File: src/rtl/aer_spike_classifier.sv
// AER output-bus consumer: acknowledges every event, counts spikes per class
// inside a START/STOP window and runs a sequential argmax at STOP.
module aer_spike_classifier #(
    parameter int N_CLASSES   = 10,
    parameter int CNT_W       = 8,
    parameter int SYNC_STAGES = 2
) (
    input  logic                         CLK,
    input  logic                         RST,
    input  logic [7:0]                   AEROUT_ADDR,
    input  logic                         AEROUT_REQ,
    output logic                         AEROUT_ACK,
    input  logic                         START,
    input  logic                         STOP,
    output logic                         BUSY,
    output logic                         RESULT_VALID,
    output logic [$clog2(N_CLASSES)-1:0] RESULT_CLASS,
    output logic [CNT_W-1:0]             RESULT_COUNT,
    output logic                         TIE,
    output logic [15:0]                  TOTAL_SPIKES
);

    localparam int IDX_W = $clog2(N_CLASSES);

    typedef enum logic {H_IDLE, H_ACK} hs_state_t;
    typedef enum logic [1:0] {IDLE, COUNT, ARGMAX, DONE} main_state_t;

    logic [SYNC_STAGES-1:0] req_sync_r;
    logic                   req_s;
    logic                   capture_s;
    hs_state_t              hs_state_r;
    logic                   ack_r;

    main_state_t            main_state_r;
    logic [CNT_W-1:0]       cnt_r [N_CLASSES];
    logic [IDX_W-1:0]       idx_r;
    logic [IDX_W-1:0]       class_r;
    logic [CNT_W-1:0]       best_r;
    logic                   tie_r;
    logic                   busy_r;
    logic                   valid_r;
    logic [15:0]            total_r;

    assign req_s     = req_sync_r[SYNC_STAGES-1];
    // The address is taken straight off the bus on the capture edge; it is stable while REQ is high.
    assign capture_s = (hs_state_r == H_IDLE) && req_s;

    // REQ comes from another clock domain: plain flop chain synchronizer.
    always_ff @(posedge CLK or posedge RST) begin
        if (RST) begin
            req_sync_r <= {SYNC_STAGES{1'b0}};
        end else begin
            req_sync_r <= {req_sync_r[SYNC_STAGES-2:0], AEROUT_REQ};
        end
    end

    // Four-phase handshake; runs regardless of the main FSM so the producer never stalls.
    always_ff @(posedge CLK or posedge RST) begin
        if (RST) begin
            hs_state_r <= H_IDLE;
            ack_r      <= 1'b0;
        end else begin
            case (hs_state_r)
                H_IDLE: begin
                    if (req_s) begin
                        ack_r      <= 1'b1;
                        hs_state_r <= H_ACK;
                    end
                end
                H_ACK: begin
                    if (!req_s) begin
                        ack_r      <= 1'b0;
                        hs_state_r <= H_IDLE;
                    end
                end
                default: begin
                    ack_r      <= 1'b0;
                    hs_state_r <= H_IDLE;
                end
            endcase
        end
    end

    // Main window / argmax FSM, class counters and result registers.
    always_ff @(posedge CLK or posedge RST) begin
        if (RST) begin
            main_state_r <= IDLE;
            for (int i = 0; i < N_CLASSES; i++) cnt_r[i] <= {CNT_W{1'b0}};
            idx_r   <= {IDX_W{1'b0}};
            class_r <= {IDX_W{1'b0}};
            best_r  <= {CNT_W{1'b0}};
            tie_r   <= 1'b0;
            busy_r  <= 1'b0;
            valid_r <= 1'b0;
            total_r <= 16'd0;
        end else if (START) begin
            // START wins over STOP and over any capture on the same edge.
            main_state_r <= COUNT;
            for (int i = 0; i < N_CLASSES; i++) cnt_r[i] <= {CNT_W{1'b0}};
            idx_r   <= {IDX_W{1'b0}};
            class_r <= {IDX_W{1'b0}};
            best_r  <= {CNT_W{1'b0}};
            tie_r   <= 1'b0;
            busy_r  <= 1'b1;
            valid_r <= 1'b0;
            total_r <= 16'd0;
        end else begin
            case (main_state_r)
                COUNT: begin
                    if (capture_s) begin
                        if (total_r != 16'hFFFF) total_r <= total_r + 16'd1;
                        for (int i = 0; i < N_CLASSES; i++) begin
                            if ((AEROUT_ADDR == 8'(i)) && (cnt_r[i] != {CNT_W{1'b1}})) begin
                                cnt_r[i] <= cnt_r[i] + {{(CNT_W-1){1'b0}}, 1'b1};
                            end
                        end
                    end
                    if (STOP) begin
                        main_state_r <= ARGMAX;
                        idx_r        <= {IDX_W{1'b0}};
                    end
                end
                ARGMAX: begin
                    if (idx_r == {IDX_W{1'b0}}) begin
                        best_r  <= cnt_r[0];
                        class_r <= {IDX_W{1'b0}};
                        tie_r   <= 1'b0;
                    end else if (cnt_r[idx_r] > best_r) begin
                        best_r  <= cnt_r[idx_r];
                        class_r <= idx_r;
                        tie_r   <= 1'b0;
                    end else if (cnt_r[idx_r] == best_r) begin
                        tie_r   <= 1'b1;
                    end
                    if (idx_r == IDX_W'(N_CLASSES - 1)) begin
                        main_state_r <= DONE;
                        busy_r       <= 1'b0;
                        valid_r      <= 1'b1;
                    end else begin
                        idx_r <= idx_r + {{(IDX_W-1){1'b0}}, 1'b1};
                    end
                end
                IDLE, DONE: begin
                    main_state_r <= main_state_r;
                end
                default: begin
                    main_state_r <= IDLE;
                    busy_r       <= 1'b0;
                    valid_r      <= 1'b0;
                end
            endcase
        end
    end

    assign AEROUT_ACK   = ack_r;
    assign BUSY         = busy_r;
    assign RESULT_VALID = valid_r;
    assign RESULT_CLASS = class_r;
    assign RESULT_COUNT = best_r;
    assign TIE          = tie_r;
    assign TOTAL_SPIKES = total_r;

endmodule

File: config.mk
export PLATFORM = sky130hd
export DESIGN_NAME = aer_spike_classifier
export DESIGN_NICKNAME = d
export VERILOG_FILES = /design/src/rtl/aer_spike_classifier.sv
export SDC_FILE = /design/constraint.sdc
export NUM_CORES = 1
export LEC_CHECK = 0
export ABC_AREA = 1
export BUFFER_PORTS_ARGS = -buffer_cell sky130_fd_sc_hd__buf_2
export CORE_UTILIZATION = 30
export CTS_CLUSTER_DIAMETER = 80
export DETAILED_ROUTE_END_ITERATION = 6
export PLACE_DENSITY = 0.48
export SLEW_MARGIN = 25
export SYNTH_ARGS = -nofsm -noshare
export SYNTH_HDL_FRONTEND = slang
export SYNTH_SLANG_ARGS = --single-unit
File: constraint.sdc
create_clock -name CLK -period 4.3 [get_ports CLK]
set_input_delay 0 -clock CLK [delete_from_list [all_inputs] [get_ports CLK]]
set_output_delay 0 -clock CLK [all_outputs]
set_load 0.005 [all_outputs]
# ---- After elaboration in Yosys (flattened, before gate mapping)
# Index checks and enable logic that the tools add are counted.
dict set report totals {
  wordCells 169
  mem_bits_rw 0
  romBits 0
  n_memories 0
  latch_bits 0
  inputBits 13
  ff_bits 121
}
dict set report classes {
  n_reduce_logical 50
  div_mod_pow 0
  n_eq_ne 31
  n_mul 0
  n_addsub 12
  n_shift 0
  muxes 51
  bitwise_logic 2
  order_cmp 2
}
# operator count
set op_table {}
lappend op_table {{80-bit two-way mux} 3}
lappend op_table {{8-bit two-way mux} 16}
lappend op_table {{8-bit by 1-bit adder with 8-bit output, second input constant} 10}
lappend op_table {{8-bit inequality test, second input constant} 10}
lappend op_table {{16-bit two-way mux} 4}
lappend op_table {{3-bit AND reduction} 13}
lappend op_table {{8-bit binary-select mux with 4-bit select} 1}
lappend op_table {{8-bit by 3-bit == test with 1-bit output, second input constant} 4}
lappend op_table {{2-bit nonzero test} 15}
lappend op_table {{4-bit two-way mux} 7}
lappend op_table {{16-bit by 1-bit adder with 16-bit output, second input constant} 1}
lappend op_table {{8-bit by 2-bit == test with 1-bit output, second input constant} 2}
lappend op_table {{8-bit by 4-bit == test with 1-bit output, second input constant} 2}
lappend op_table {{16-bit inequality test, second input constant} 1}
lappend op_table {{1-bit two-way mux} 14}
lappend op_table {{1-bit logical AND} 11}
lappend op_table {{3-bit inequality test, second input constant} 3}
lappend op_table {{8-bit by 1-bit == test with 1-bit output, second input constant} 1}
lappend op_table {{8-bit == test} 1}
lappend op_table {{8-bit > comparator} 1}
lappend op_table {{8-bit zero test} 1}
lappend op_table {{4-bit one-hot mux with 2 select lines} 1}
lappend op_table {{2-bit AND reduction} 4}
lappend op_table {{2-bit two-way mux} 3}
lappend op_table {{15 further kinds} 19}

# ---- Longest topological paths before layout
dict set report logic_depth {
  ltp_word 10
  depth_mapped 23
  depth_no_buf 20
}

# ---- Worst setup path after synthesis
# No wires, ideal clock.
dict set report synth_path {
  kind {register -> register}
  startpoint {register idx_r[0]}
  endpoint {register class_r[3], in the netlist RESULT_CLASS[3]}
  t_arrival_ns 2.268
  t_required_ns 4.163
  n_path_buf 3
  path_slack_ns 1.896
  synth_period_minus_slack_ns 2.404
  stages_incl_launch_ff 22
  setup_time_ns 0.137
  path_cell_list {dfrtp_1 > inv_1 > buf_2 > buf_2 > nand2_1 > nand3_1 > nand3_1 > nand3_1 > nand2_1 > ha_1 > nand2_1 > inv_1 > nand2_1 > nand2_1 > nand2_1 > nand2_1 > nand2_1 > nand2_2 > nand2_1 > buf_4 > nand2_1 > o21ai_0}
}
dict set report synth_between {
  elab_chain_len 7
  word_cells_on_any_way 11
  classes_between {order compare (1); mux (6); bitwise (1); reduce/logical (3)}
}
# element line_no
set synth_lines {}
lappend synth_lines {{start: declaration} 36} ;# logic [IDX_W-1:0] idx_r;
lappend synth_lines {{start signal: assignment} 89} ;# idx_r <= {IDX_W{1'b0}};
lappend synth_lines {{start signal: assignment} 100} ;# idx_r <= {IDX_W{1'b0}};
lappend synth_lines {{start signal: assignment} 120} ;# idx_r <= {IDX_W{1'b0}};
lappend synth_lines {{4-bit inverter with 5-bit output (not written as such)} 128} ;# end else if (cnt_r[idx_r] > best_r) begin
lappend synth_lines {{8-bit binary-select mux with 4-bit select} 128}
lappend synth_lines {{8-bit two-way mux (not written as such) (2 in a row)} 128}
lappend synth_lines {{8-bit > comparator} 128}
lappend synth_lines {{3-bit nonzero test (no source line)} -}
lappend synth_lines {{2-bit AND reduction (no source line)} -}
lappend synth_lines {{end signal: assignment} 101} ;# class_r <= {IDX_W{1'b0}};
lappend synth_lines {{end signal: assignment} 126} ;# class_r <= {IDX_W{1'b0}};
lappend synth_lines {{end signal: assignment} 130} ;# class_r <= idx_r;
lappend synth_lines {{end: declaration} 37} ;# logic [IDX_W-1:0] class_r;
# Several ways; a longest one is shown, not always the timed one. The select of a mux whose other input is x is not followed.
# A chain may end at the register's enable or synchronous reset.

# ---- Final worst setup path
dict set report layout_path {
  startpoint {register idx_r[1]}
  endpoint {register class_r[1], in the netlist RESULT_CLASS[1]}
}
# Same word-level chain as after synthesis.

==> reports/metrics.cfg <==
[outcome]
outcome = finished clean

[critical_path]
rrSetupSlack_ps = 1050
r2r-start = idx_r[1]
setup.worst_path.start_class = register
crit_end = RESULT_CLASS[1]
r2r_cells = 15
crit_path_start = idx_r[1]
crit_arrival_ps = 3510
reg2reg_to = RESULT_CLASS[1]
cp_max_fo = 21
crit_required_ps = 4570
crit_path_end_kind = register
worstSetupPathType = reg2reg

[sta]
period_share_pct = 75.5
fin_skew_ps = 14.6
holdWs_ps = 24.5
setup_viol = 0
relSlewSlack_pct = 45.0
tightest_slew_ps = 822
fmax_ghz = 0.308
timing.setup.tns_ps = 0
slew_viol_final = 0
finalCriticalPeriod_ps = 3250
hold_viol = 0
fin_ws_ps = 1050
rsz0062_at_grt = false

[synthesis]
synth_edf_count = 0
ys_top_cells_by_area = dfrtp_1 39%, nand2_1 14%, nand3_1 9.7%, inv_1 5.4%, ha_1 4.1%
post-synth-top-area-cell = dfrtp_1
ys_ff_latch = 121
synth_ff_type = dfrtp_1
synthArstFlopShare_pct = 100
synth_fp_nets = 1104
ys_warn_count = 0
seq_area_frac_synth_pct = 39.3
post_synth.cell_area_avg_sq_um = 7.22
synth.distinct_cells = 35
synth_largest_type_area_fraction_pct = 39.3
synthCells = 1066
netlist_area_sq_um = 7700

[placement]
dpl_worst_slack_ps = 1070
port_buffers = 44
place_inst = 1404
place_congestion = 0.860
dpl.hpwl_microns = 15700

[clock_network]
cts_root_buffer = clkbuf_16
holdBufCountCts = 3
numCtsBuffers = 17
cts_tree = built
postCtsSetupBuffers = 0
cts_buffer_depth = 2
cts.sinks = 121
clk_pin_slew_ps = 60
cts_max_level = 4
clock_latency_ps = 420
cts.repair.resized = 0

[finish]
syn_to_final_growth_pct = 13.4
nNetsFinal = 1134
fin_cells = 1438
drive_above_1_share_pct = 11.3
diodes = 0

[routing]
vias_per_cell = 4.92
wl_microns = 21600
dr_total_vias = 7068
wire_per_inst_microns = 15.0
drc = 0
first_pass_iters = 7
first_iter_violations = 381
antenna_left = 0

[floorplanning]
dieArea_sq_um = 26300
fp.coreArea_sq_um = 25200
fp.dieW_microns = 162
initial_core_util_pct = 30.6
io_pins = 45
die_y_microns = 162
rows = 58

[power_and_ir_drop]
power_leakage_nw = 4.01
clock_power_share_pct = 41.2
p_sw_share_pct = 33.3
p_seq_share_pct = 37.9
p_int_mw = 2.17
pwr-share-comb_pct = 20.9
vdd_drop_max_mv = 0.202
powerDensity_nw_per_um2 = 373
p_sw_mw = 1.08

[global_routing]
antenna_found_initial = 0
grt_pass1_wl_microns = 35700
grt_max_degree = 72
grt_pass1_vias = 6659
grt_use_total_pct = 17.4
grt-ovfl-total = 0

[hold_path]
hold_path.class = in2reg

[flow_run]
max_cap_viol_count = 0

[metal layers]
layer / track usage, % / routed length, microns
met1: 25.4 / 11200
met2: 26.6 / 9590
met3: 2.60 / 693
met4: 4.46 / 155
met5: 0 / 0
[through the flow]
stage / area, sq um / total power [mW] / utilization (%)
after floorplan: 7700 / 1.77 / -
final: 8730 / 3.26 / 34.7
after detailed placement: 8150 / 1.93 / 32.4
after global routing: 8730 / 3.45 / 34.7
after CTS: 8730 / 3.30 / 34.7
after global placement: 8150 / 1.94 / 32.4
[cell usage after synthesis (2+ instances only)]
master,number
a21oi_1,16
a22oi_1,2
a31o_2,3
buf_1,3
buf_2,21
buf_4,5
buf_6,4
clkbuf_1,10
dfrtp_1,121
ha_1,25
inv_1,110
inv_2,6
nand2_1,282
nand2_2,5
nand3_1,150
nand4_1,49
nor2_1,69
nor2_2,3
nor2_4,2
nor3_1,13
nor3_2,12
nor4_1,2
o21ai_0,62
o21ai_1,50
or2_2,5
xnor2_1,2
xor2_1,26
[placed cells by master, fill, tap and decap left out, types with 2 or more instances in the layout]
cell           netlist  final
nand2_1            282    282
nand3_1            150    150
dfrtp_1            121    121
inv_1              110    108
nor2_1              69     69
o21ai_0             62     62
o21ai_1             50     50
nand4_1             49     49
buf_2               21     44
xor2_1              26     26
ha_1                25     25
clkbuf_16            0     17
a21oi_1             16     16
nor3_1              13     13
nor3_2              12     12
inv_2                6      7
clkinvlp_4           0      7
buf_4                5      7
nand2_2              5      5
or2_2                5      5
nor2_2               3      3
inv_6                0      3
a31o_2               3      3
clkinv_4             0      3
dlygate4sd3_1        0      3
nor4_1               2      2
nor2_4               2      2
a22oi_1              2      2
xnor2_1              2      2
clkbuf_8             0      2
[layout make-up]
class / instances / area [sq um]
Multi-Input combinational cell: 786 / 4000
Clock buffer: 19 / 453
Sequential cell: 121 / 3030
Clock inverter: 12 / 96.3
Inverter: 116 / 440
Tap cell: 330 / 413
Fill cell: 2668 / 16400
Timing Repair Buffer: 54 / 303
[how the worst min path moves through the flow]
| stage | from | endpoint | depth (start not counted) |
|---|---|---|---|
| floorplan | AEROUT_REQ | req_sync_r[0] | 0 |
| global placement | AEROUT_REQ | req_sync_r[0] | 1 |
| detailed placement | AEROUT_REQ | req_sync_r[0] | 1 |
| CTS | AEROUT_ADDR[1] | cnt_r[66] | 4 |
| global route | STOP | main_state_r[1] | 5 |
| finish | STOP | main_state_r[1] | 5 |
[critical path: stages (launching register included)]
cell and delay, ps:
dfrtp_1 730, inv_1 490, nand3_1 200, nand3_1 90, nand3_1 160, nand2_1 70
ha_1 280, nand2_1 60, nor2_1 120, nand2_1 70, nand2_1 70, nand2_1 60
nand2_2 160, nand2_1 320, nand2_1 130, o21ai_0 90
[cells by family after synthesis]
group	share of synthesized area (%)
buffers and inverters	8.73
XOR/XNOR	3.18
AND/OR/NAND/NOR	35.6
AO/OA/AOI/OAI	9.13
flip-flops	39.3
adder cells (fa/ha/maj)	4.06
[state kept, by name, indices dropped and copies added, names as in the netlist]
name / cells
cnt_r: 80
RESULT_CLASS: 4
TOTAL_SPIKES: 16
main_state_r: 2
hs_state_r: 1
RESULT_COUNT: 8
idx_r: 4
req_sync_r: 2
BUSY: 1
AEROUT_ACK: 1
TIE: 1
RESULT_VALID: 1
[power groups by stage]
| stage | Sequential (mW) | Combinational, mW | Clock (mW) |
|---|---|---|---|
| 6_report | 1.24 | 0.680 | 1.34 |
| 5_1_grt | 1.24 | 0.792 | 1.42 |
| 4_1_cts | 1.24 | 0.684 | 1.38 |
| 3_5_place_dp | 1.26 | 0.678 | 0 |
| 3_3_place_gp | 1.26 | 0.685 | 0 |
| 2_1_floorplan | 1.25 | 0.521 | 0 |
(Power assumes the default switching activity.)
